### src/rtl/stepgen_pkg.sv
// Shared types and widths for the step/dir pulse generator.
package stepgen_pkg;

    localparam int CMD_W = 16;
    localparam int CFG_W = 8;

    localparam logic [CMD_W-1:0] CMD_ONE = {{(CMD_W-1){1'b0}}, 1'b1};

    typedef enum logic [1:0] {
        ST_IDLE       = 2'd0,
        ST_DIR_SETUP  = 2'd1,
        ST_PULSE_HIGH = 2'd2,
        ST_PULSE_LOW  = 2'd3
    } state_e;

    // A zero config value would mean "no time at all"; treat it as one clock.
    function automatic logic [CFG_W-1:0] at_least_one(input logic [CFG_W-1:0] v);
        return (v == '0) ? {{(CFG_W-1){1'b0}}, 1'b1} : v;
    endfunction

endpackage

### src/rtl/step_dir_generator_if.sv
// Command, configuration and stepper-side signals of the step/dir generator.
interface step_dir_generator_if #(
    parameter int POS_W = 32
);
    import stepgen_pkg::*;

    logic             cmd_valid;
    logic             cmd_ready;
    logic             cmd_dir;
    logic [CMD_W-1:0] cmd_steps;
    logic [CMD_W-1:0] cmd_period;
    logic [CFG_W-1:0] config_pulse_width;
    logic [CFG_W-1:0] config_dir_setup;
    logic             abort;
    logic             step;
    logic             dir;
    logic             busy;
    logic             done;
    logic             aborted;
    logic [POS_W-1:0] position;

    modport master (
        output cmd_valid, cmd_dir, cmd_steps, cmd_period,
               config_pulse_width, config_dir_setup, abort,
        input  cmd_ready, step, dir, busy, done, aborted, position
    );

    modport slave (
        input  cmd_valid, cmd_dir, cmd_steps, cmd_period,
               config_pulse_width, config_dir_setup, abort,
        output cmd_ready, step, dir, busy, done, aborted, position
    );

endinterface

### src/rtl/step_interval_timer.sv
// Loadable down-counter; zero is high while the count sits at zero.
module step_interval_timer
    import stepgen_pkg::*;
(
    input  logic             clk,
    input  logic             reset,
    input  logic             load,
    input  logic [CMD_W-1:0] load_value,
    output logic             zero
);

    logic [CMD_W-1:0] cnt_q;

    always_ff @(posedge clk or posedge reset) begin
        if (reset) begin
            cnt_q <= '0;
        end else if (load) begin
            cnt_q <= load_value;
        end else if (cnt_q != '0) begin
            cnt_q <= cnt_q - CMD_ONE;
        end
    end

    assign zero = (cnt_q == '0);

endmodule

### src/rtl/step_dir_generator.sv
// Step/dir pulse generator: runs counted step moves with dir setup, pulse
// width and period control, abort handling and a signed position count.
module step_dir_generator
    import stepgen_pkg::*;
#(
    parameter int POS_W = 32
) (
    input  logic                 clk,
    input  logic                 reset,
    step_dir_generator_if.slave  bus
);

    localparam logic [POS_W-1:0] POS_ONE = {{(POS_W-1){1'b0}}, 1'b1};

    state_e           state_q;
    logic             step_q;
    logic             dir_q;
    logic             done_q;
    logic             aborted_q;
    logic             abort_pend_q;
    logic [CFG_W-1:0] pw_q;
    logic [CMD_W-1:0] low_q;
    logic [CMD_W-1:0] steps_left_q;
    logic [POS_W-1:0] pos_q;

    logic [CFG_W-1:0] pw_cmd;
    logic [CFG_W-1:0] setup_cmd;
    logic [CMD_W-1:0] pw_cmd_w;
    logic [CMD_W-1:0] pw_q_w;
    logic [CMD_W-1:0] period_min;
    logic [CMD_W-1:0] period_cmd;
    logic [CMD_W-1:0] low_cmd;
    logic [POS_W-1:0] pos_next;
    logic             accept;
    logic             dir_change;
    logic             more_steps;
    logic             abort_stop;
    logic             timer_load;
    logic [CMD_W-1:0] timer_value;
    logic             timer_zero;

    assign pw_cmd     = at_least_one(bus.config_pulse_width);
    assign setup_cmd  = at_least_one(bus.config_dir_setup);
    assign pw_cmd_w   = {{(CMD_W-CFG_W){1'b0}}, pw_cmd};
    assign pw_q_w     = {{(CMD_W-CFG_W){1'b0}}, pw_q};
    // The period must leave at least one low clock after the high time.
    assign period_min = pw_cmd_w + CMD_ONE;
    assign period_cmd = (bus.cmd_period < period_min) ? period_min : bus.cmd_period;
    assign low_cmd    = period_cmd - pw_cmd_w;

    assign accept     = (state_q == ST_IDLE) && bus.cmd_valid && !bus.abort;
    assign dir_change = (bus.cmd_dir != dir_q);
    assign more_steps = (steps_left_q != '0);
    assign abort_stop = bus.abort || abort_pend_q;
    assign pos_next   = dir_q ? pos_q + POS_ONE : pos_q - POS_ONE;

    // Timer is loaded on the edge that enters a timed state, with length-1.
    always_comb begin
        timer_load  = 1'b0;
        timer_value = '0;
        case (state_q)
            ST_IDLE: begin
                if (accept && dir_change) begin
                    timer_load  = 1'b1;
                    timer_value = {{(CMD_W-CFG_W){1'b0}}, setup_cmd} - CMD_ONE;
                end else if (accept && (bus.cmd_steps != '0)) begin
                    timer_load  = 1'b1;
                    timer_value = pw_cmd_w - CMD_ONE;
                end
            end
            ST_DIR_SETUP, ST_PULSE_LOW: begin
                if (!bus.abort && timer_zero && more_steps) begin
                    timer_load  = 1'b1;
                    timer_value = pw_q_w - CMD_ONE;
                end
            end
            ST_PULSE_HIGH: begin
                if (timer_zero && !abort_stop) begin
                    timer_load  = 1'b1;
                    timer_value = low_q - CMD_ONE;
                end
            end
            default: ;
        endcase
    end

    step_interval_timer u_timer (
        .clk        (clk),
        .reset      (reset),
        .load       (timer_load),
        .load_value (timer_value),
        .zero       (timer_zero)
    );

    always_ff @(posedge clk or posedge reset) begin
        if (reset) begin
            state_q      <= ST_IDLE;
            step_q       <= 1'b0;
            dir_q        <= 1'b0;
            done_q       <= 1'b0;
            aborted_q    <= 1'b0;
            abort_pend_q <= 1'b0;
            pw_q         <= '0;
            low_q        <= '0;
            steps_left_q <= '0;
            pos_q        <= '0;
        end else begin
            done_q    <= 1'b0;
            aborted_q <= 1'b0;
            case (state_q)
                ST_IDLE: begin
                    if (accept) begin
                        pw_q  <= pw_cmd;
                        low_q <= low_cmd;
                        if (dir_change) begin
                            dir_q        <= bus.cmd_dir;
                            steps_left_q <= bus.cmd_steps;
                            state_q      <= ST_DIR_SETUP;
                        end else if (bus.cmd_steps != '0) begin
                            steps_left_q <= bus.cmd_steps - CMD_ONE;
                            step_q       <= 1'b1;
                            pos_q        <= pos_next;
                            state_q      <= ST_PULSE_HIGH;
                        end else begin
                            done_q <= 1'b1;
                        end
                    end
                end
                ST_DIR_SETUP, ST_PULSE_LOW: begin
                    if (bus.abort) begin
                        done_q    <= 1'b1;
                        aborted_q <= 1'b1;
                        state_q   <= ST_IDLE;
                    end else if (timer_zero && more_steps) begin
                        steps_left_q <= steps_left_q - CMD_ONE;
                        step_q       <= 1'b1;
                        pos_q        <= pos_next;
                        state_q      <= ST_PULSE_HIGH;
                    end else if (timer_zero) begin
                        done_q  <= 1'b1;
                        state_q <= ST_IDLE;
                    end
                end
                ST_PULSE_HIGH: begin
                    // An abort here is remembered so the pulse is never cut short.
                    if (bus.abort) begin
                        abort_pend_q <= 1'b1;
                    end
                    if (timer_zero) begin
                        step_q <= 1'b0;
                        if (abort_stop) begin
                            abort_pend_q <= 1'b0;
                            done_q       <= 1'b1;
                            aborted_q    <= 1'b1;
                            state_q      <= ST_IDLE;
                        end else begin
                            state_q <= ST_PULSE_LOW;
                        end
                    end
                end
                default: state_q <= ST_IDLE;
            endcase
        end
    end

    assign bus.cmd_ready = (state_q == ST_IDLE);
    assign bus.busy      = (state_q != ST_IDLE);
    assign bus.step      = step_q;
    assign bus.dir       = dir_q;
    assign bus.done      = done_q;
    assign bus.aborted   = aborted_q;
    assign bus.position  = pos_q;

endmodule

### src/flat_wrapper.sv
// flat-port wrapper written by rule: the top's interface ports become plain ports
module step_dir_generator_flat import stepgen_pkg::*;
#(
    parameter int POS_W = 32
)
  (clk, reset, bus_cmd_valid, bus_cmd_dir, bus_cmd_steps, bus_cmd_period, bus_config_pulse_width, bus_config_dir_setup, bus_abort, bus_cmd_ready, bus_step, bus_dir, bus_busy, bus_done, bus_aborted, bus_position);
  step_dir_generator_if #(.POS_W(POS_W)) bus_i ();
  input  logic clk;
  input  logic reset;
  input wire logic [$bits(bus_i.cmd_valid)-1:0] bus_cmd_valid;
  input wire logic [$bits(bus_i.cmd_dir)-1:0] bus_cmd_dir;
  input wire logic [$bits(bus_i.cmd_steps)-1:0] bus_cmd_steps;
  input wire logic [$bits(bus_i.cmd_period)-1:0] bus_cmd_period;
  input wire logic [$bits(bus_i.config_pulse_width)-1:0] bus_config_pulse_width;
  input wire logic [$bits(bus_i.config_dir_setup)-1:0] bus_config_dir_setup;
  input wire logic [$bits(bus_i.abort)-1:0] bus_abort;
  output wire logic [$bits(bus_i.cmd_ready)-1:0] bus_cmd_ready;
  output wire logic [$bits(bus_i.step)-1:0] bus_step;
  output wire logic [$bits(bus_i.dir)-1:0] bus_dir;
  output wire logic [$bits(bus_i.busy)-1:0] bus_busy;
  output wire logic [$bits(bus_i.done)-1:0] bus_done;
  output wire logic [$bits(bus_i.aborted)-1:0] bus_aborted;
  output wire logic [$bits(bus_i.position)-1:0] bus_position;
  assign bus_i.cmd_valid = bus_cmd_valid;
  assign bus_i.cmd_dir = bus_cmd_dir;
  assign bus_i.cmd_steps = bus_cmd_steps;
  assign bus_i.cmd_period = bus_cmd_period;
  assign bus_i.config_pulse_width = bus_config_pulse_width;
  assign bus_i.config_dir_setup = bus_config_dir_setup;
  assign bus_i.abort = bus_abort;
  assign bus_cmd_ready = bus_i.cmd_ready;
  assign bus_step = bus_i.step;
  assign bus_dir = bus_i.dir;
  assign bus_busy = bus_i.busy;
  assign bus_done = bus_i.done;
  assign bus_aborted = bus_i.aborted;
  assign bus_position = bus_i.position;
  step_dir_generator #(.POS_W(POS_W)) u_core (.clk(clk), .reset(reset), .bus(bus_i));
endmodule
### config.mk
export PLATFORM = sky130hd
export DESIGN_NAME = step_dir_generator_flat
export DESIGN_NICKNAME = d
export VERILOG_FILES = /design/src/rtl/stepgen_pkg.sv /design/src/rtl/step_dir_generator_if.sv /design/src/rtl/step_interval_timer.sv /design/src/rtl/step_dir_generator.sv /design/src/flat_wrapper.sv
export SDC_FILE = /design/constraint.sdc
export NUM_CORES = 1
export LEC_CHECK = 0
export ABC_AREA = 0
export BUFFER_PORTS_ARGS = -buffer_cell sky130_fd_sc_hd__buf_2
export CAP_MARGIN = 25
export CELL_PAD_IN_SITES_DETAIL_PLACEMENT = 1
export CELL_PAD_IN_SITES_GLOBAL_PLACEMENT = 1
export CORE_UTILIZATION = 45
export CTS_BUF_LIST = sky130_fd_sc_hd__clkbuf_16
export DETAILED_ROUTE_END_ITERATION = 7
export GPL_TIMING_DRIVEN = 0
export HOLD_SLACK_MARGIN = 0.1
export PLACE_DENSITY = 0.8
export SYNTH_ARGS = -nofsm -noshare
export SYNTH_HDL_FRONTEND = slang
export SYNTH_SLANG_ARGS = --single-unit
export TNS_END_PERCENT = 30
### constraint.sdc
create_clock -name clk -period 4.25 [get_ports clk]
set_clock_uncertainty 0.15 [all_clocks]
set_input_delay 0.6375 -clock clk [delete_from_list [all_inputs] [get_ports clk]]
set_output_delay 0.6375 -clock clk [all_outputs]
set_load 0.01 [all_outputs]
-- Word-level counts from Yosys, hierarchy flattened
Cells that the tools add are included.
- output and inout bits: 38
- register bits: 95
- logic and storage cells: 121
- equality and inequality tests: 12
- muxes and demuxes: 58
- reductions and logical operators: 28
- order comparisons: 1
- add/subtract/negate cells: 11
- operator list (cell ; count):
    16-bit two-way mux ; 12
    32-bit two-way mux ; 6
    32-bit case mux with 2 select lines ; 1
    16-bit by 1-bit subtractor with 16-bit output (second input constant) ; 4
    16-bit case mux with 3 select lines ; 1
    16-bit nonzero test ; 3
    32-bit by 1-bit adder with 32-bit output (second input constant) ; 1
    16-bit case mux with 2 select lines ; 1
    32-bit by 1-bit subtractor with 32-bit output (second input constant) ; 1
    8-bit by 1-bit subtractor with 9-bit output (second input constant) ; 3
    1-bit two-way mux ; 22
    16-bit logical NOT ; 1
    8-bit logical NOT ; 2
    16-bit less-than comparator ; 1
    2-bit two-way mux ; 8
    8-bit two-way mux ; 2
    16-bit by 8-bit subtractor with 16-bit output ; 1
    6-bit AND reduction ; 2
    8-bit by 1-bit adder with 9-bit output (second input constant) ; 1
    1-bit case mux with 3 select lines ; 3
    1-bit logical AND ; 8
    2-bit by 1-bit inequality test with 1-bit output (second input constant) ; 4
    2-bit case mux with 3 select lines ; 1
    2-bit nonzero test ; 3
    other kinds (15) ; 18

-- Logic depth before layout (Yosys ltp)
Gate-level depths: netlist (run 1).
- word-level depth: 8
- gate-level depth with buffers: 20
- depth with buffers taken out: 20

-- Modules after synthesis
From an unflattened synthesis (run 1), not the netlist that was laid out.
- cells, all modules: 992
- area, all modules: 7962.6 µm²
- by module, submodules not included (module ; area each (µm²) ; cells an instance ; seq. area each (µm²) ; instances):
    step_dir_generator ; 6980.4 ; 884 ; 1976.9 ; 1
    step_interval_timer ; 982.2 ; 108 ; 400.4 ; 1

-- Least setup slack after synthesis (run 1)
No wires, ideal clock.
- path type: in2reg
- start: input bus_config_pulse_width[7]
- end: register u_core.low_q[11]
- arrival time: 4.605 ns
- data required time: 3.969 ns
- library setup time: 0.131 ns
- setup slack: -0.635 ns
- cell stages on the path: 19
- cells stage by stage: nor4_1 a21oi_1 ha_1 inv_1 ha_1 a211oi_1 o21ai_0 a221oi_4 mux2_2 ha_1 nor2b_1 o21ai_0 a21boi_0 o21ai_0 a21boi_0 o31ai_1 nand3_1 xor2_1 o21ai_1
- cells in the longest elaborated chain, start to end: 6
- RTL lines (item ; RTL line ; RTL):
    start: declaration ; flat_wrapper.sv:14 ; input wire logic [$bits(bus_i.config_pulse_width)-1:0] bus_config_pulse_width;
    8-bit logical NOT ; stepgen_pkg.sv:18 ; return (v == '0) ? {{(CFG_W-1){1'b0}}, 1'b1} : v;
    8-bit two-way mux (*) ; stepgen_pkg.sv:18 ;
    8-bit by 1-bit adder with 9-bit output ; step_dir_generator.sv:47 ; assign period_min = pw_cmd_w + CMD_ONE;
    16-bit less-than comparator ; step_dir_generator.sv:48 ; assign period_cmd = (bus.cmd_period < period_min) ? period_min : bus.cmd_period;
    16-bit two-way mux ; step_dir_generator.sv:48 ;
    16-bit by 8-bit subtractor with 16-bit output (*) ; step_dir_generator.sv:49 ; assign low_cmd = period_cmd - pw_cmd_w;
    end signal: assignment ; step_dir_generator.sv:114 ; low_q <= low_cmd;
    end: declaration ; step_dir_generator.sv:22 ; logic [CMD_W-1:0] low_q;
Mark *: on every way between the ends. The rest lies on a longest branch, timed or not.
A chain may end at the register's enable or synchronous reset.

-- Worst setup path in the final report (run 1)
- start: input bus_config_pulse_width[1]
- end: register u_core.low_q[14]
Same word-level chain as after synthesis.

==> results.cfg, run 1 <==
[status]
status = finished with violations
violations = negative setup slack

[floorplan]
row_count = 47
die_area_um2 = 17400
start_util_pct = 46.1
die_height_um = 132
ios = 91
core_um2 = 16500
die_w_um = 132

[layout]
synthToLayoutAreaGrowth_pct = 20.8
drive_above_1_share_pct = 18.6
antenna_cells = 0
fin_nets = 1173
fin_cells = 1289

[place]
dp_hpwl_mm = 17.5
numPortBuffers = 90
dp_cells = 1247
gp_congestion = 0.864

[worst_setup_path]
regToRegSetupSlack_ns = 0.25
cp_max_fo = 5
crit_arrival_ns = 4.59
end_kind = flip-flop
path_class = input port to flip-flop
cp.required_ns = 4.32
critical_path.startpoint_type = input port
cpPeakStageDelay_ns = 0.32
path_cells = buf_8 > nand4_1 > nor2_4 > xnor2_2 > ha_1 > a21o_1 > a21o_1 > a21o_1 > a221oi_4 > buf_6 > mux2i_4 > ha_4 > fa_2 > nor2b_2 > o21ai_2 > a21oi_2 > o21ai_2 > a21oi_2 > o21ai_2 > nor4b_4 > xnor2_1 > o21ai_1
slowest_stage = ha_1

[synth]
synth_commonest_cells = 101 x nand2_1, 95 x dfrtp_1, 92 x a21oi_1, 92 x nor2_1, 61 x o21ai_0
syn_inst = 935
ys_ff_latch = 95
synthXorXnorAreaFrac_pct = 11.8
synth-main-ff-cell = dfrtp_1
syn-num-nets = 1044
synth_area_leader_cell = dfrtp_1
synth_mux_area_share_pct = 0.542
yosysWarnings = 0
yosys.area_share.simple_pct = 21.5
synth_edf_count = 0
synth-compound-area-share_pct = 21.6
synth_area_leaders = dfrtp_1 31%, ha_1 8.9%, xnor2_1 6.3%, a21oi_1 6.0%, xor2_1 5.5%
synthAdderAreaFrac_pct = 9.40
async_flop_share_pct = 100
yosysMostFrequentCell = nand2_1
synth_top_family_by_area = compound AO/OA/AOI/OAI gates
ys_types = 71
yosysTopAreaCellShare_pct = 31.2
synth_seq_area_share_pct = 31.2
netlist_area_um2 = 7620
postSynthAreaPerCell_um2 = 8.15

[timing]
slew_violations = 0
setup_viol = 9
relSlewSlack_pct = 40.0
hold_violations = 0
fin_setup_tns_ns = -1.73
worst_pin_slew_ns = 0.875
grt_setup_unrepaired = yes
min_period_ns = 4.51
fmax_mhz = 222
setup_ws_ns = -0.263
timing.final.crit_share_pct = 106

[routing]
drcViolationCount = 0
ant_nets = 0
viasPerCell = 5.80
num_vias = 7471
drt_first_pass_iters = 5
drt-total-wl_mm = 24.3
dr.first_iter.drc_count = 301
routedWlPerCell_um = 18.8

[grt]
antenna_found_initial = 0
grt_first_pass_wirelength_mm = 39.4
grt_usage_pct = 28.3
grt_pass1_vias = 7870
grt_overflow = 0
grt_max_degree = 55

[power_and_ir_drop]
power_mw = 6.96
p_leak_nw = 4.01
ir_worst_vdd_mv = 0.412
powerDensity_nw_per_um2 = 756

[clock_network]
numCtsBuffers = 9
clk_latency_ns = 0.36
cts_max_path_buffers = 2
cts_tree = done
clk_pin_slew_ns = 0.08
htree_num_levels = 3
cts_hold_buf = 0
cts_root_buf = clkbuf_16
clock_sinks = 95

[job]
cap_violations = 0

[min_path]
hp-class = input port to asynchronous set/reset pin
[routing by layer]
| metal | vias to the layer above | routed length, µm | track usage, % |
|---|---|---|---|
| li1 | 3617 | - | - |
| met1 | 3687 | 10400 | 33.8 |
| met2 | 123 | 12700 | 52.1 |
| met3 | 44 | 545 | 2.96 |
| met4 | 0 | 625 | 10.5 |
| met5 | - | 0 | 0 |
[worst paths after layout]
kind                                                      from                                  end  cells after the start
setup / recovery                     bus_config_pulse_width[1]         u_core.low_q[14]$_DFFE_PP0P_                     22
max in group asynchronous                                reset           u_core.pw_q[6]$_DFFE_PP0P_                      3
hold / removal                                           reset   u_core.bus.position[7]$_DFFE_PP0P_                      2
hold reg to reg            u_core.bus.position[31]$_DFFE_PP0P_  u_core.bus.position[31]$_DFFE_PP0P_                      1
min in group clk           u_core.bus.position[31]$_DFFE_PP0P_  u_core.bus.position[31]$_DFFE_PP0P_                      1
setup reg to reg                    u_core.bus.dir$_DFFE_PP0P_  u_core.bus.position[31]$_DFFE_PP0P_                     12
[area by class of cell]
| class | instances | area (µm²) |
|---|---|---|
| clock inverters | 7 | 55.1 |
| clock buffers | 9 | 225 |
| fillers | 2035 | 7320 |
| multi-input cells | 767 | 5210 |
| plain buffers | 34 | 163 |
| repair buffers | 118 | 749 |
| inverters | 39 | 150 |
| flip-flops and latches | 95 | 2380 |
| well taps | 220 | 275 |
[kinds of logic after synthesis]
family	Yosys count
and+or+nand+nor	338
AOI/OAI and AO/OA	266
xor gates and xnor gates	103
DFF	95
buffers and inverters	73
adders and majority gates	56
muxes	4
[sequential cells by signal, indices dropped and copies added, names as in the netlist]
| register | count |
|---|---|
| u_core.u_timer.cnt_q | 16 |
| u_core.bus.dir | 1 |
| u_core.abort_pend_q | 1 |
| u_core.bus.position | 32 |
| u_core.bus.step | 1 |
| u_core.state_q | 2 |
| u_core.bus.done | 1 |
| u_core.low_q | 16 |
| u_core.pw_q | 8 |
| u_core.steps_left_q | 16 |
| u_core.bus.aborted | 1 |
[report_power, final]
part           switching, mW  total [mW]  internal [mW]
logic                   2.53        4.36           1.84
registers              0.453        1.79           1.34
clock network          0.396       0.800          0.404
total                   3.38        6.96           3.58
[repair_timing]
| item | in CTS | in global routing |
|---|---|---|
| pin swaps | 30 | 15 |
| endpoints found under the hold margin | 0 | 0 |
| resized for setup | 46 | 10 |
| buffers inserted | 20 | 5 |
| endpoints found under the setup margin | 12 | 14 |
[cell usage in the layout (no fill, tap or decap), types with 7 or more instances in the layout]
master	instances
nand2_1	100
dfrtp_1	95
nor2_1	91
buf_2	91
a21oi_1	89
o21ai_0	54
xnor2_1	52
ha_1	50
xor2_1	47
inv_1	36
nor3_1	27
nand3_1	26
buf_4	25
clkbuf_1	23
a21o_1	22
nor4_1	17
o22ai_1	15
or3_1	10
nand4_1	9
nand2b_1	9
clkbuf_16	9
o21ai_1	8
a31oi_1	7
[stage by stage]
stage               util (%)  hold slack, ns  setup slack, ns  area (µm²)
floorplan                  -           0.314           -0.126        7710
global placement        51.0           0.305            -1.10        8430
detailed placement      51.3           0.321            -1.32        8480
CTS                     55.1           0.264          -0.0964        9110
global route            55.7           0.306           -0.444        9200
finish                  55.7           0.235           -0.263        9200
[critical path, delay by kind of cell]
family	cells	cell delay, ns
AND/OR/NAND/NOR	4	0.81
AO/OA/AOI/OAI	10	1.59
buffers and inverters	2	0.27
XOR/XNOR	2	0.28
adder cells (fa/ha/maj)	3	0.70
multiplexers	1	0.29
No activity file was read; power rests on OpenSTA's default activity.
==> run 2, diff against run 1 <==
Settings changed: SYNTH_HIERARCHICAL set to 1.
==> run 2 against run 1 <==
Largest cell class unchanged. Power up 2.2%. Area after synthesis up 4.6%. Worst setup slack worse by 0.19 ns. Clock-buffer cell count unchanged. Flip-flop and latch count unchanged. Global-route usage up 1.6 points. Maximum frequency down 4.1%. Clock power down 7.5%. Via count up 14%. Register-to-register slack about the same. Utilization up 1.4 points. The run still ends with negative setup slack left. First-iteration DRC count up 89%.
==> results.cfg, run 2 <==
[status]
status = finished with violations
violations = negative setup slack

[synth]
yosysMostFrequentCell = nand2_1
synth_commonest_cells = 121 x nand2_1, 95 x dfrtp_1, 89 x o21ai_0
yosysTopAreaCellShare_pct = 29.9
async_flop_share_pct = 100
synth_edf_count = 0
synth_area_leaders = dfrtp_1 30%, ha_1 8.3%, xnor2_1 6.2%, nand2_1 5.7%, o21ai_0 5.6%
ys_ff_latch = 95
yosysWarnings = 6
postSynthAreaPerCell_um2 = 8.03
synth-main-ff-cell = dfrtp_1
synth_seq_area_share_pct = 29.9
netlist_area_um2 = 7960
synth_area_leader_cell = dfrtp_1
syn-num-nets = 1100
ys_types = 71
syn_inst = 992

[power_and_ir_drop]
switchingPower_mw = 3.57
p_sw_share_pct = 50.2
clkPwrFrac_pct = 10.4
seqPwrFrac_pct = 25.6
share_comb_of_total_power_pct = 64.0
ir_worst_vdd_mv = 0.517
p_int_mw = 3.54
powerDensity_nw_per_um2 = 719
p_leak_nw = 4.27

[routing]
routedWlPerCell_um = 21.7
ant_nets = 0
drt_first_pass_iters = 5
dr.first_iter.drc_count = 570
viasPerCell = 6.21
num_vias = 8542
drcViolationCount = 0
drt-total-wl_mm = 29.8

[floorplan]
ios = 91
start_util_pct = 46.0
row_count = 48
die_w_um = 135
die_area_um2 = 18200
die_height_um = 135
core_um2 = 17300

[worst_setup_path]
cp_max_fo = 4
critical_path.startpoint_type = input port
ff2ff_path_depth = 11
reg2reg_to = u_core/bus.position[23]$_DFFE_PP0P_
regToRegSetupSlack_ns = 0.26
crit_arrival_ns = 4.76
reg2reg_from = u_core/bus.dir$_DFFE_PP0P_
cp.required_ns = 4.31
path_class = input port to flip-flop
end_kind = flip-flop

[layout]
antenna_cells = 0
final_cell_mix = 117 x nand2_1, 95 x dfrtp_1, 85 x buf_2, 82 x o21ai_0, 63 x a21oi_1
fin_nets = 1254
synthToLayoutAreaGrowth_pct = 24.1
multi_input_area_um2 = 5660
fin_cells = 1375
stdcell_area_um2 = 9880
nFillCells = 2130
largest_reg_flops = 32
post-route-util_pct = 57.1
seqCellArea_um2 = 2380
drive_above_1_share_pct = 20.3
final_common_cell = nand2_1

[min_path]
hp-class = flip-flop to flip-flop
holdPathEnd = u_core/bus.position[19]$_DFFE_PP0P_
whs_path_depth = 2
min_from = u_core/bus.position[19]$_DFFE_PP0P_

[grt]
grt_max_degree = 63
grt_overflow = 0
antenna_found_initial = 1
grt_usage_pct = 29.9
grt_pass1_vias = 8344
grt_first_pass_wirelength_mm = 43.0

[clock_network]
numCtsBuffers = 9
cts_root_buf = clkbuf_16
clk_latency_ns = 0.36
cts_tree = done
clk_pin_slew_ns = 0.06
cts_max_path_buffers = 2
clock_sinks = 95
htree_num_levels = 3

[timing]
setup_viol = 11
setup_ws_ns = -0.457
min_period_ns = 4.71
slew_violations = 0
relSlewSlack_pct = 37.5
timing.final.crit_share_pct = 111
grt_setup_unrepaired = yes
worst_pin_slew_ns = 0.931
fmax_mhz = 212
hold_violations = 0

[place]
dp_hpwl_mm = 18.4
dp_cells = 1305
gp_congestion = 0.871
placed_area_um2 = 8840
numPortBuffers = 86

[job]
cap_violations = 0
run 2: cell families (layout without fill, tap and decap cells):
family | Yosys count | count (layout) | share of synthesized area, %
AND/OR/NAND/NOR | 372 | 372 | 23.5
flip-flops | 95 | 95 | 29.9
XOR/XNOR | 91 | 91 | 10.0
multiplexers | 7 | 7 | 0.927
buffers and inverters | 82 | 240 | 3.90
adder cells (fa/ha/maj) | 55 | 55 | 8.83
AO/OA/AOI/OAI | 290 | 290 | 23.0
run 2: what timing repair did:
action,CTS,global route
gates resized for setup,46,34
hold endpoints to repair,6,0
pin swaps,26,23
endpoints found under the setup margin,33,58
buffers inserted,42,17
hold buffers,1,0
run 2: cell type report:
| class | instances | area share [%] |
|---|---|---|
| well taps | 225 | 2.85 |
| repair buffers | 146 | 9.93 |
| inverters | 41 | 1.66 |
| flip-flops and latches | 95 | 24.1 |
| clock buffers | 9 | 2.28 |
| multi-input cells | 815 | 57.3 |
| clock inverters | 6 | 0.228 |
| plain buffers | 38 | 1.70 |
run 2: worst max-delay path by stage:
| stage | startpoint | cells after the start | endpoint |
|---|---|---|---|
| final | bus_config_pulse_width[0] | 22 | u_core/low_q[7]$_DFFE_PP0P_ |
| after global routing | bus_config_pulse_width[0] | 24 | u_core/low_q[12]$_DFFE_PP0P_ |
| after CTS | bus_config_pulse_width[2] | 22 | u_core/low_q[14]$_DFFE_PP0P_ |
| after detailed placement | bus_config_pulse_width[2] | 21 | u_core/low_q[14]$_DFFE_PP0P_ |
| after global placement | bus_config_pulse_width[2] | 21 | u_core/low_q[14]$_DFFE_PP0P_ |
| after floorplan | bus_config_pulse_width[3] | 22 | u_core/low_q[12]$_DFFE_PP0P_ |
run 2: stage by stage:
step,TNS (ns),total power [mW],worst slack [ns],hold WS [ns]
finish,-3.73,7.11,-0.457,0.360
global route,-4.36,7.67,-0.542,0.407
CTS,-0.370,6.89,-0.114,0.363
detailed placement,-14.98,6.06,-1.23,0.348
global placement,-13.53,5.88,-1.17,0.340
floorplan,-2.54,4.84,-0.364,0.321
run 2: metal layers:
layer,track usage (%),up-vias,routed length (µm)
met5,0,-,13
met4,9.74,2,1090
met3,3.08,77,1210
met2,51.5,287,14800
met1,39.2,4226,12700
li1,-,3950,-
run 2: power groups by stage:
stage | registers [mW] | logic, mW | clock network [mW]
5_1_grt | 1.88 | 5.02 | 0.777
6_report | 1.82 | 4.55 | 0.740
3_5_place_dp | 1.79 | 4.27 | 0
4_1_cts | 1.78 | 4.36 | 0.746
3_3_place_gp | 1.77 | 4.10 | 0
2_1_floorplan | 1.74 | 3.10 | 0
run 2: worst max-delay path, cell delays in order:
cell and delay [ns]:
buf_8 0.09, and3_4 0.21, nand2_4 0.07, nor2_4 0.15, buf_4 0.15, xnor2_2 0.12
ha_1 0.28, a21o_1 0.19, a21o_1 0.19, a21o_1 0.21, a211oi_4 0.26, buf_6 0.17
mux2_4 0.32, ha_4 0.22, nor2b_4 0.13, o21ai_4 0.19, a21boi_4 0.11, o31ai_4 0.34
buf_4 0.19, nand2_2 0.08, a211oi_2 0.31, o31ai_1 0.11
